**src/rtl/pc_unit.sv**
```systemverilog
// ---------------------------------------------------------------------------
// pc_unit -- program-counter unit for the multicycle CPU.
//
// Holds the fetch address and drives a request/acknowledge handshake to the
// instruction memory. It has two states:
//   FETCH : fetch_req=1. pc is held until fetch_ack. Exceptions that arrive
//           here are latched in exc_pending and taken when the ack arrives.
//   HOLD  : fetch_valid=1. The word at pc is available. The priority is
//           exc_req > eret > pc_en.
//
// There are four next-PC modes (sel):
//   00 pc+INC, 01 pc+INC+branch_off, 10 jump_target, 11 reg_target.
// Arithmetic wraps silently modulo 2^ADDR_W.
//
// Optional build macro PC_ALIGN_CHECK_EN:
//   When defined, a non-sequential pc_en target with non-zero low ALIGN_BITS
//   raises an exception instead of loading, and misaligned pulses for one
//   cycle. When undefined, targets load unmodified and misaligned is tied 0.
//
// Ports:
//   clk, reset                 rising-edge clock, synchronous active-high reset
//   pc_en, sel                 advance request and next-PC mode (used in HOLD)
//   branch_off, jump_target,
//   reg_target                 next-PC operands
//   exc_req, eret              exception request / exception return
//   fetch_ack                  memory has returned the word at pc
//   pc, pc_plus, epc           fetch address, pc+INC, saved exception PC
//   fetch_req, fetch_valid     state-decoded handshake outputs
//   exc_pending, misaligned    latched exception / misaligned-target pulse
// ---------------------------------------------------------------------------
module pc_unit #(
  parameter int          ADDR_W       = 32,
  parameter int          ALIGN_BITS   = 2,
  parameter logic [31:0] RESET_VECTOR = 32'h0000_0000,
  parameter logic [31:0] EXC_VECTOR   = 32'h0000_0180
) (
  input  logic              clk,
  input  logic              reset,
  input  logic              pc_en,
  input  logic [1:0]        sel,
  input  logic [ADDR_W-1:0] branch_off,
  input  logic [ADDR_W-1:0] jump_target,
  input  logic [ADDR_W-1:0] reg_target,
  input  logic              exc_req,
  input  logic              eret,
  input  logic              fetch_ack,
  output logic [ADDR_W-1:0] pc,
  output logic [ADDR_W-1:0] pc_plus,
  output logic [ADDR_W-1:0] epc,
  output logic              fetch_req,
  output logic              fetch_valid,
  output logic              exc_pending,
  output logic              misaligned
);

  localparam logic [ADDR_W-1:0] RST_PC = ADDR_W'(RESET_VECTOR);
  localparam logic [ADDR_W-1:0] EXC_PC = ADDR_W'(EXC_VECTOR);
  localparam logic [ADDR_W-1:0] INC    = ADDR_W'(1) << ALIGN_BITS;

  typedef enum logic {FETCH, HOLD} state_t;

  state_t            state_reg, state_next;
  logic [ADDR_W-1:0] pc_reg, pc_next;
  logic [ADDR_W-1:0] epc_reg, epc_next;
  logic              pend_reg, pend_next;
  logic [ADDR_W-1:0] target;

  assign pc_plus = pc_reg + INC;

  // Next-PC target for the selected mode.
  always_comb begin
    target = pc_plus;
    case (sel)
      2'b00: target = pc_plus;
      2'b01: target = pc_plus + branch_off;
      2'b10: target = jump_target;
      2'b11: target = reg_target;
      default: target = pc_plus;
    endcase
  end

`ifdef PC_ALIGN_CHECK_EN
  localparam logic [ADDR_W-1:0] ALIGN_MASK = INC - ADDR_W'(1);
  logic mis_reg, mis_next;
  logic target_bad;

  // Sequential targets are aligned by construction, so only the other modes
  // are checked.
  assign target_bad = (sel != 2'b00) && ((target & ALIGN_MASK) != '0);
`endif

  always_comb begin
    state_next = state_reg;
    pc_next    = pc_reg;
    epc_next   = epc_reg;
    pend_next  = pend_reg;
`ifdef PC_ALIGN_CHECK_EN
    mis_next   = 1'b0;
`endif
    case (state_reg)
      FETCH: begin
        if (exc_req && fetch_ack) begin
          // The fetched word is dropped and the exception is taken now.
          epc_next  = pc_reg;
          pc_next   = EXC_PC;
          pend_next = 1'b0;
        end else if (exc_req) begin
          // Only the first request captures epc. pc cannot move in FETCH.
          if (!pend_reg) begin
            epc_next  = pc_reg;
            pend_next = 1'b1;
          end
        end else if (fetch_ack) begin
          if (pend_reg) begin
            // The latched exception consumes the ack. HOLD is never entered.
            pc_next   = EXC_PC;
            pend_next = 1'b0;
          end else begin
            state_next = HOLD;
          end
        end
      end
      HOLD: begin
        if (exc_req) begin
          epc_next   = pc_reg;
          pc_next    = EXC_PC;
          state_next = FETCH;
        end else if (eret) begin
          pc_next    = epc_reg;
          state_next = FETCH;
        end else if (pc_en) begin
`ifdef PC_ALIGN_CHECK_EN
          if (target_bad) begin
            epc_next = pc_reg;
            pc_next  = EXC_PC;
            mis_next = 1'b1;
          end else begin
            pc_next  = target;
          end
`else
          pc_next    = target;
`endif
          state_next = FETCH;
        end
      end
      default: state_next = FETCH;
    endcase
  end

  always_ff @(posedge clk) begin
    if (reset) begin
      state_reg <= FETCH;
      pc_reg    <= RST_PC;
      epc_reg   <= '0;
      pend_reg  <= 1'b0;
    end else begin
      state_reg <= state_next;
      pc_reg    <= pc_next;
      epc_reg   <= epc_next;
      pend_reg  <= pend_next;
    end
  end

`ifdef PC_ALIGN_CHECK_EN
  always_ff @(posedge clk) begin
    if (reset) mis_reg <= 1'b0;
    else       mis_reg <= mis_next;
  end
  assign misaligned = mis_reg;
`else
  assign misaligned = 1'b0;
`endif

  assign pc          = pc_reg;
  assign epc         = epc_reg;
  assign exc_pending = pend_reg;
  assign fetch_req   = (state_reg == FETCH);
  assign fetch_valid = (state_reg == HOLD);

endmodule
```
**config.mk**
```make
export PLATFORM = sky130hd
export DESIGN_NAME = pc_unit
export DESIGN_NICKNAME = d
export VERILOG_FILES = /design/src/rtl/pc_unit.sv
export SDC_FILE = /design/constraint.sdc
export NUM_CORES = 1
export LEC_CHECK = 0
export ABC_AREA = 0
export BUFFER_PORTS_ARGS = -buffer_cell sky130_fd_sc_hd__clkbuf_2
export CAP_MARGIN = 20
export CELL_PAD_IN_SITES_DETAIL_PLACEMENT = 1
export CELL_PAD_IN_SITES_GLOBAL_PLACEMENT = 1
export CORE_MARGIN = 2
export CORE_UTILIZATION = 25
export CTS_CLUSTER_SIZE = 24
export DETAILED_ROUTE_END_ITERATION = 8
export PLACE_DENSITY_LB_ADDON = 0.1
export SLEW_MARGIN = 20
export SYNTH_ARGS = -nofsm -noshare
export SYNTH_HDL_FRONTEND = slang
export SYNTH_SLANG_ARGS = --single-unit
```
**constraint.sdc**
```tcl
create_clock -name clk -period 4.65 [get_ports clk]
set_input_delay 1.395 -clock clk [delete_from_list [all_inputs] [get_ports clk]]
set_output_delay 1.395 -clock clk [all_outputs]
set_load 0.03 [all_outputs]
```
### Word-level counts from Yosys, hierarchy flattened

Index checks and enable logic that the tools add are counted.

* add/subtract/negate cells: 2
* eq/ne operators: 10
* multiplexer cells: 25
* bitwise gates (word level): 1
* reductions and logical operators: 6

Operators by type and width (count)
* 2-to-1 mux 32 bit: 11
* one-hot mux 32 bit (2 select lines): 2
* one-hot mux 32 bit (4 select lines): 1
* adder 32 x 3 -> 32 bit (second input constant): 1
* adder 32 bit: 1
* != test 3 x 2 -> 1 bit (second input constant): 4
* 2-to-1 mux 1 bit: 10
* == test 2 bit (second input constant): 2
* != test 4 bit (second input constant): 1
* AND reduction 4 bit: 1
* != test 3 x 1 -> 1 bit (second input constant): 1
* AND reduction 3 bit: 1
* nonzero test 3 bit: 1
* == test 2 x 1 -> 1 bit (second input constant): 1
* logical NOT 2 bit: 1
* != test 2 bit (second input constant): 1
* one-hot mux 1 bit (2 select lines): 1
* AND reduction 2 bit: 1
* logical AND 1 bit: 1
* NOT 1 bit: 1

* register bits after elaboration: 66
* output and inout bits: 100
* word-level logic and storage cells: 48

### Depth between registers and ports, before layout

Gate-level depths: netlist of run 1.

* depth in word-level cells: 7
* depth in mapped cells: 15
* depth with buffers taken out: 14

### Worst setup path after synthesis of run 1

Ideal clock, no wire load.

* kind: reg-to-reg
* start point: register pc_reg[2] (netlist: pc[2])
* end point: register pc_reg[29] (netlist: pc[29])
* data arrival time: 3.916 ns
* setup slack: 0.599 ns
* cell stages (with the launch flop): 15
* buffers on the path: 0
* period minus slack after synthesis: 4.051 ns
* path through: dfxtp_1 -> ha_1 -> nand4_1 -> nor3_2 -> nand4_1 -> xnor2_1 -> ha_1 -> and3_1 -> nand2_1 -> a21o_1 -> o311ai_1 -> a221o_1 -> a311o_1 -> xnor2_1 -> a31oi_1

* cells in the longest elaborated chain, start to end: 7

RTL lines
* start: declaration: RTL line 63 `logic [ADDR_W-1:0] pc_reg, pc_next;`
* start signal: assignment: RTL line 158 `pc_reg <= pc_next;`
* adder 32 x 3 -> 32 bit: RTL line 68 `assign pc_plus = pc_reg + INC;`
* named net pc_plus[18]: RTL line 48 `output logic [ADDR_W-1:0] pc_plus,`
* adder 32 bit: RTL line 75 `2'b01: target = pc_plus + branch_off;`
* one-hot mux 32 bit (4 select lines): RTL line 73 `case (sel)`
* 2-to-1 mux 32 bit: RTL line 131 `end else if (pc_en) begin`
* 2-to-1 mux 32 bit: RTL line 128 `end else if (eret) begin`
* 2-to-1 mux 32 bit: RTL line 124 `if (exc_req) begin`
* one-hot mux 32 bit (2 select lines): RTL line 100 `case (state_reg)`

The timed path passes the listed nets, and every way through them passes these cells. The select of a mux whose other input is x is not followed.
A chain may end at the register's enable or synchronous reset.

### Worst setup path in the final report of run 1

* start point: register pc_reg[3] (netlist: pc[3])
* end point: output port pc_plus[30]

* cells in the longest elaborated chain, start to end: 1

RTL lines (RTL line)
* adder 32 x 3 -> 32 bit: 68
* end: declaration: 48

No other way between the ends.

==> flow_summary_export.csv, run 1 <==
group,metric,value,unit
place,port_buffers,202,
sta,slew_headroom,36.7,%
routing,route.detailed.drc,0,
global_route,grt.overflow.total,0,
setup_path,path_class,"reg2out",
setup_path,r2r_cells,15,
clock_network,clkTransAtPathRegs,60,ps
sta,max_clock_freq,234,MHz
layout,multi_input_area,4210,µm²
power,power.density,228,nW/µm²
place,gp_congestion,0.838,
power,p_leak,0.00342,µW
layout,final_common_cell,"clkbuf_2",
run_status,status,"finished, final reports clean",
routing,drt_wl_total,26600,µm
layout,final_area,7530,µm²
die,io_pins,204,
sta,hold_viol_final,0,
global_route,antenna_found_initial,1,
sta,min_period,4280,ps
hold_path,whs_path_depth,2,
synth,synth_ff_type,"dfxtp_1",
sta,slew_violations,0,
hold_path,hold_class,"reg2reg",
setup_path,crit_arrival,2880,ps
setup_path,slowest_delay,440,ps
sta,finClkSkew,8.34,ps
synth,yosysSeqAreaShare,22.6,%
clock_network,cts.sinks,66,
hold_path,min-delay-start,"epc[17]",
synth,synthArstFlopShare,0,%
setup_path,regToRegSetupSlack,440,ps
routing,drtAntennaViolNets,0,
power,irDropWorstVdd,0.126,mV
synth,ys_ff_latch,66,
clock_network,cts_max_level,3,
synth,syn_area,5850,µm²
sta,finalSetupTns,0,ps
synth,synth-edff-count,0,
clock_network,cts.path.max_buffers,2,
power,pwr-share-seq,33.8,%
sta,tightestPinTransition,946,ps
routing,num_vias,6401,
routing,drt_iter0_markers,319,
global_route,grt.total_usage,21.7,%
die,rows,55,
routing,wl_per_cell,21.2,µm
clock_network,cts_made_buffers,9,
setup_path,crit_chain,"ha_1 > nand4_1 > nor3_2 > buf_4 > nand3_1 > nor2_1 > xor2_1 > clkbuf_2",
layout,synthToLayoutAreaGrowth,28.7,%
power,clkPwrFrac,45.6,%
setup_path,endpoint_kind,"output pin",
clock_network,cts_root_buffer,"clkbuf_16",
setup_path,crit_path_start_kind,"register",
clock_network,clk-insertion-delay-late,350,ps
power,combPwrFrac,20.6,%
sta,rsz0062_at_grt,"false",
power,switchingPower,524,µW
layout,diodes,0,
synth,avgSynthCellArea,7.94,µm²
synth,synthCells,737,
place,hpwlAfterDp,20600,µm
power,intPower,1190,µW
layout,most-common-layout-cells,"clkbuf_2 (202), nand2_1 (125), a21oi_1 (85), dfxtp_1 (66), nor2_1 (48)",
setup_path,cp_max_fo,6,
place,postPlaceCellArea,7200,µm²
sta,setup_viol,0,
setup_path,critical_path_buf_inv_count,2,
die,die_x,157,µm
hold_path,hold_end,"epc[17]",
run,max-cap-violations,0,
layout,num-nets-final,1076,
die,core-area,22800,µm²
die,initial_utilization,25.7,%
global_route,grt_max_degree,35,
layout,nFillCells,2846,
setup_path,r2r_start,"pc[3]",
power,swShare,30.5,%
synth,syn-num-nets,880,
setup_path,crit_path_top_delay_cell,"dfxtp_1",
die,die_y,157,µm
layout,register_area,1320,µm²
setup_path,crit_family,"simple AND/OR/NAND/NOR gates",
setup_path,r2r_end,"pc[23]",
synth,synth_cell_types,70,
routing,drtPass1Iterations,5,
setup_path,crit_start,"pc[3]",
die,dieArea,24600,µm²
layout,drive_gt1_share,30.0,%
sta,finalCritPeriodShare,91.9,%
synth,ys.warnings.count,0,
clock_network,cts_tree,"yes",
global_route,grt_pass1_wl,40100,µm
routing,via_per_inst,5.12,
global_route,grt_pass1_vias,6573,
setup_path,required,3250,ps
-- synthesized netlist by cell type, drive strengths merged, types with 17 or more instances --
cell type / n / area [µm²]
nor2: 48 / 180
a21oi: 85 / 425
ha: 38 / 475
inv: 17 / 63.8
dfxtp: 66 / 1320
clkbuf: 31 / 186
o21ai: 36 / 180
xor2: 21 / 184
nand3: 21 / 105
xnor2: 32 / 288
a22oi: 20 / 150
nand2: 126 / 473
-- worst max path at each step --
stage	endpoint	slack, ps	depth (start not counted)
final	pc_plus[30]	370	8
after global placement	pc[16]	420	11
after floorplan	pc[29]	600	14
after CTS	pc[31]	370	15
after detailed placement	pc[14]	390	11
after global routing	pc[23]	40	15
-- stage by stage --
stage               utilization (%)  power [µW]  cells  worst slack [ps]  hold slack (ps)
floorplan                         -         813    737               599              591
global placement               31.6         951   1235               423              461
detailed placement             31.6         950   1235               393              470
CTS                            33.1        1750   1251               368              478
global route                   33.1        1790   1251              42.4              503
finish                         33.1        1720   1251               375              473
-- logic make-up after synthesis --
kind of cell | Yosys count | share of synthesized area (%)
and+or+nand+nor | 257 | 20.2
buffers and inverters | 60 | 5.62
xor gates and xnor gates | 53 | 8.06
other | 1 | 0.0641
adders and majority gates | 39 | 8.47
muxes | 38 | 10.0
AOI/OAI and AO/OA | 223 | 25.0
DFF | 66 | 22.6
-- layout make-up --
class,count,share of cell area [%]
well taps,313,5.20
inverters,17,0.847
flip-flops and latches,66,17.5
clock buffers,10,3.17
repair buffers,228,16.2
multi-input cells,611,55.9
clock inverters,6,1.20
-- tightest hold or removal path, stage by stage, from the launching register on --
cell and delay [ps]:
dfxtp_1 310, nand2_1 60, a21oi_1 50
-- layer usage --
metal | vias to the layer above | GRT usage (%) | wire, µm
met1 | 3135 | 29.7 | 12800
met3 | 17 | 3.00 | 1070
met4 | 2 | 3.58 | 211
li1 | 3083 | - | -
met2 | 164 | 36.7 | 12500
met5 | - | 0 | 16
-- what timing repair did --
item,CTS,global route
hold buffers,0,0
resized for setup,0,1
endpoints found under the setup margin,0,1
setup buffers,0,0
-- power groups by stage --
stage / logic (µW) / clock network (µW) / registers (µW)
after detailed placement: 356 / 0 / 594
final: 354 / 784 / 581
after CTS: 358 / 807 / 581
after global placement: 357 / 0 / 594
after floorplan: 209 / 0 / 603
after global routing: 387 / 823 / 582
No activity file was read; power rests on OpenSTA's default activity.
==> run 2, diff against run 1 <==
--- a/config.mk
+++ b/config.mk
@@ -6,7 +6,6 @@
 export NUM_CORES = 1
 export LEC_CHECK = 0
 export ABC_AREA = 0
-export BUFFER_PORTS_ARGS = -buffer_cell sky130_fd_sc_hd__clkbuf_2
 export CAP_MARGIN = 20
 export CELL_PAD_IN_SITES_DETAIL_PLACEMENT = 1
 export CELL_PAD_IN_SITES_GLOBAL_PLACEMENT = 1
@@ -14,6 +13,7 @@
 export CORE_UTILIZATION = 25
 export CTS_CLUSTER_SIZE = 24
 export DETAILED_ROUTE_END_ITERATION = 8
+export DONT_BUFFER_PORTS = 1
 export PLACE_DENSITY_LB_ADDON = 0.1
 export SLEW_MARGIN = 20
 export SYNTH_ARGS = -nofsm -noshare
==> flow_summary_export.csv, run 2 (synthesis gave the netlist of run 1 again) <==
group,metric,value,unit
layout,num-nets-final,911,
die,initial_utilization,25.7,%
setup_path,critical_path_buf_inv_count,0,
routing,via_per_inst,5.31,
sta,rsz0062_at_grt,"false",
global_route,grt.total_usage,21.3,%
place,hpwlAfterDp,20400,µm
sta,slew_headroom,40.9,%
die,rows,55,
run,max-cap-violations,0,
setup_path,crit_family,"compound AO/OA/AOI/OAI gates",
routing,drt_iter0_markers,326,
layout,diodes,0,
sta,min_period,4180,ps
clock_network,postCtsSetupBuffers,0,
clock_network,cts_max_level,3,
die,die_y,157,µm
sta,finalCritPeriodShare,89.9,%
sta,hold_slack,506,ps
place,gp_congestion,0.889,
layout,register_area,1320,µm²
die,dieArea,24600,µm²
die,core-area,22800,µm²
die,io_pins,204,
layout,nFillCells,2744,
global_route,grt_pass1_wl,39100,µm
clock_network,cts_made_buffers,9,
routing,drtPass1Iterations,4,
run_status,status,"finished, final reports clean",
layout,synthToLayoutAreaGrowth,14.9,%
global_route,antenna_found_initial,0,
routing,drtAntennaViolNets,0,
sta,finClkSkew,7.75,ps
clock_network,cts_tree,"yes",
clock_network,ctsResizeCount,0,
routing,wl_per_cell,24.4,µm
clock_network,cts.path.max_buffers,2,
global_route,grt.overflow.total,0,
clock_network,clk-insertion-delay-late,340,ps
hold_path,hold_class,"reg2reg",
setup_path,required,4870,ps
layout,most-common-layout-cells,"nand2_1 (126), a21oi_1 (85), dfxtp_1 (66), buf_4 (63), nor2_1 (48)",
clock_network,cts.sinks,66,
clock_network,cts_root_buffer,"clkbuf_16",
sta,max_clock_freq,239,MHz
setup_path,crit_path_start_kind,"register",
layout,drive_gt1_share,14.5,%
setup_path,path_class,"reg2reg",
setup_path,crit_path_top_delay_cell,"xnor2_1",
setup_path,crit_chain,"ha_1 > nand4_1 > nor2_1 > xnor2_1 > ha_1 > a21oi_1 > o211ai_1 > a21oi_1 > o311ai_1 > a221o_1 > a311o_1 > xnor2_1 > a31oi_1",
sta,hold_viol_final,0,
layout,multi_input_area,4200,µm²
sta,finalSetupTns,0,ps
routing,num_vias,5766,
clock_network,clkTransAtPathRegs,60,ps
power,p_leak,0.00273,µW
power,irDropWorstVdd,0.157,mV
die,die_x,157,µm
clock_network,cts-hold-fix-buffers,0,
sta,tightestPinTransition,884,ps
routing,drt_wl_total,26500,µm
routing,route.detailed.drc,0,
sta,setup_viol,0,
setup_path,endpoint_kind,"register",
layout,final_common_cell,"nand2_1",
sta,slew_violations,0,
setup_path,cp_max_fo,6,
global_route,grt_pass1_vias,6105,
place,port_buffers,0,
setup_path,slowest_delay,690,ps
global_route,grt_max_degree,54,
sta,setup_slack,468,ps
power,total_power,1520,µW
power,power.density,226,nW/µm²
place,dp_slack,457,ps
setup_path,crit_arrival,4400,ps
-- run 2: worst paths after layout --
path	startpoint	to	slack, ps	cells after the start
max	pc[2]	pc[29]	470	13
min	pc[6]	epc[6]	510	2
max reg2reg	pc[2]	pc[29]	470	13
min reg2reg	pc[6]	epc[6]	510	2
-- run 2: metal layers --
metal | routed length, µm | share of wire (%) | up-vias | track usage, %
li1 | - | - | 2745 | -
met1 | 11400 | 43 | 2829 | 27.9
met2 | 13000 | 49 | 183 | 36.8
met3 | 1870 | 7.1 | 9 | 4.32
met4 | 202 | 0.76 | 0 | 3.45
met5 | 0 | 0 | - | 0
-- run 2: stage by stage --
step / util [%] / std cells / area (µm²)
2_1_floorplan: - / 737 / 5850
3_3_place_gp: 28.3 / 1070 / 6450
3_5_place_dp: 28.3 / 1070 / 6450
4_1_cts: 29.5 / 1085 / 6720
5_1_grt: 29.5 / 1085 / 6720
6_report: 29.5 / 1085 / 6720
-- run 2: layout make-up --
| type | instances | share of cell area [%] |
|---|---|---|
| Sequential cell | 66 | 19.7 |
| Clock inverter | 3 | 0.223 |
| Clock buffer | 12 | 3.82 |
| Multi-Input combinational cell | 611 | 62.5 |
| Tap cell | 313 | 5.83 |
| Inverter | 17 | 0.949 |
| Timing Repair Buffer | 63 | 7.04 |
-- run 2: worst register-to-register path, stage by stage (launching register included) --
cell	delay [ps]
dfxtp_1	320
ha_1	260
nand4_1	240
nor2_1	90
xnor2_1	690
ha_1	430
a21oi_1	240
o211ai_1	130
a21oi_1	370
o311ai_1	240
a221o_1	400
a311o_1	360
xnor2_1	190
a31oi_1	100
-- run 2: power by group --
part	internal, µW	switching, µW
logic	105	162
clock network	385	280
registers	572	13.7
==> run 3, diff against run 2 <==
--- a/config.mk
+++ b/config.mk
@@ -9,6 +9,7 @@
 export CAP_MARGIN = 20
 export CELL_PAD_IN_SITES_DETAIL_PLACEMENT = 1
 export CELL_PAD_IN_SITES_GLOBAL_PLACEMENT = 1
+export CORE_ASPECT_RATIO = 0.5
 export CORE_MARGIN = 2
 export CORE_UTILIZATION = 25
 export CTS_CLUSTER_SIZE = 24
==> constraint.sdc (replaced) <==
create_clock -name clk -period 4.5 [get_ports clk]
set_input_delay 1.35 -clock clk [delete_from_list [all_inputs] [get_ports clk]]
set_output_delay 1.35 -clock clk [all_outputs]
set_load 0.03 [all_outputs]
==> flow_summary_export.csv, run 3 (synthesis gave the netlist of run 1 again) <==
group,metric,value,unit
sta,hold_viol_final,0,
sta,finClkSkew,8.28,ps
setup_path,crit_path_start_kind,"register",
layout,num-nets-final,924,
clock_network,cts.path.max_buffers,2,
layout,multi_input_area,4210,µm²
clock_network,postCtsSetupBuffers,0,
power,total_power,1680,µW
sta,tightestPinTransition,1060,ps
clock_network,ctsResizeCount,0,
sta,slew_headroom,29.2,%
layout,register_area,1320,µm²
clock_network,cts-hold-fix-buffers,0,
setup_path,crit_path_frequent_cell,"o21ai_0",
hold_path,hold_class,"reg2reg",
layout,most-common-layout-cells,"nand2_1 (126), a21oi_1 (84), buf_4 (76), dfxtp_1 (66), nor2_1 (48)",
layout,drive_gt1_share,16.2,%
routing,via_per_inst,5.43,
routing,drt_wl_total,27700,µm
hold_path,whs_path_depth,2,
sta,hold_slack,526,ps
power,irDropWorstVdd,0.189,mV
power,intPower,1190,µW
sta,setup_viol,0,
sta,slew_violations,0,
routing,num_vias,5935,
sta,finalSetupTns,0,ps
place,postPlaceCellArea,6540,µm²
setup_path,crit_path_top_delay_cell,"o21ai_0",
layout,final_common_cell,"nand2_1",
die,core-area,22900,µm²
clock_network,cts_tree,"yes",
die,io_pins,204,
power,power.density,245,nW/µm²
layout,nFillCells,2756,
setup_path,crit_chain,"buf_4 > and3_1 > nand3_1 > nor2_1 > and3_1 > xor2_1 > ha_1 > a21oi_1 > o21ai_0 > a221o_1 > a21o_1 > o21ai_0 > o21ai_0 > mux2i_1 > nor2_1",
layout,synthToLayoutAreaGrowth,17.3,%
global_route,grt.overflow.total,0,
run_status,status,"finished, final reports clean",
clock_network,clkTransAtPathRegs,60,ps
place,gp_congestion,0.965,
global_route,grt.total_usage,22.4,%
clock_network,cts.sinks,66,
setup_path,crit_family,"compound AO/OA/AOI/OAI gates",
power,switchingPower,490,µW
layout,stdcell_count,1093,
global_route,grt_pass1_wl,40700,µm
sta,max_clock_freq,242,MHz
die,die_y,112,µm
sta,min_period,4130,ps
sta,finalCritPeriodShare,91.8,%
setup_path,r2r_cells,15,
die,initial_utilization,25.6,%
setup_path,crit_arrival,4380,ps
power,pwr-share-seq,35.8,%
layout,diodes,0,
setup_path,critical_path_buf_inv_count,1,
routing,route.detailed.drc,0,
setup_path,endpoint_kind,"register",
power,clkPwrFrac,46.9,%
die,die_x,220,µm
global_route,antenna_found_initial,0,
setup_path,required,4750,ps
clock_network,cts_root_buffer,"clkbuf_16",
sta,rsz0062_at_grt,"false",
routing,wl_per_cell,25.3,µm
power,swShare,29.1,%
routing,drt_iter0_markers,292,
place,port_buffers,0,
clock_network,cts_max_level,3,
setup_path,cp_max_fo,5,
run,max-cap-violations,0,
clock_network,cts_made_buffers,9,
setup_path,slowest_delay,430,ps
place,hpwlAfterDp,21600,µm
place,dp_cells,1077,
power,p_leak,0.00281,µW
routing,drtPass1Iterations,4,
die,rows,39,
die,dieArea,24700,µm²
setup_path,crit_cells,15,
routing,drtAntennaViolNets,0,
clock_network,clk-insertion-delay-late,360,ps
global_route,grt_max_degree,54,
setup_path,path_class,"reg2reg",
layout,final_area,6860,µm²
power,combPwrFrac,17.2,%
global_route,grt_pass1_vias,6146,
-- run 3: layout make-up --
class / count / area share (%)
Sequential cell: 66 / 19.2
Clock inverter: 1 / 0.437
Multi-Input combinational cell: 611 / 61.3
Clock buffer: 15 / 4.19
Tap cell: 307 / 5.60
Inverter: 17 / 0.930
Timing Repair Buffer: 76 / 8.31
-- run 3: worst paths after layout --
kind               from  endpoint  slack (ps)
hold reg to reg   pc[6]    epc[6]         530
setup reg to reg  pc[3]    pc[28]         370
setup / recovery  pc[3]    pc[28]         370
hold / removal    pc[6]    epc[6]         530
-- run 3: layer usage --
layer,part of all wire [%],vias up,GRT usage [%]
met5,0,-,0
met4,1.7,0,5.82
met3,7.3,24,5.28
met2,42,186,33.1
met1,49,2943,32.3
li1,-,2782,-
-- run 3: power by group through the flow --
| stage | sequential [µW] | clock (µW) | combinational [µW] |
|---|---|---|---|
| 2_1_floorplan | 623 | 0 | 216 |
| 3_5_place_dp | 617 | 0 | 288 |
| 4_1_cts | 604 | 812 | 290 |
| 3_3_place_gp | 617 | 0 | 288 |
| 5_1_grt | 604 | 828 | 315 |
| 6_report | 604 | 791 | 290 |
-- run 3: per-stage QoR --
stage / setup WS (ps) / utilization (%)
5_1_grt: 50.3 / 30.0
2_1_floorplan: 449 / -
4_1_cts: 295 / 30.0
3_3_place_gp: 126 / 28.6
3_5_place_dp: 163 / 28.6
6_report: 368 / 30.0
-- run 3: worst register-to-register path: stages (launching register included) --
cell	delay (ps)
dfxtp_1	340
buf_4	200
and3_1	210
nand3_1	180
nor2_1	220
and3_1	200
xor2_1	280
ha_1	310
a21oi_1	360
o21ai_0	190
a221o_1	420
a21o_1	200
o21ai_0	430
o21ai_0	240
mux2i_1	190
nor2_1	70
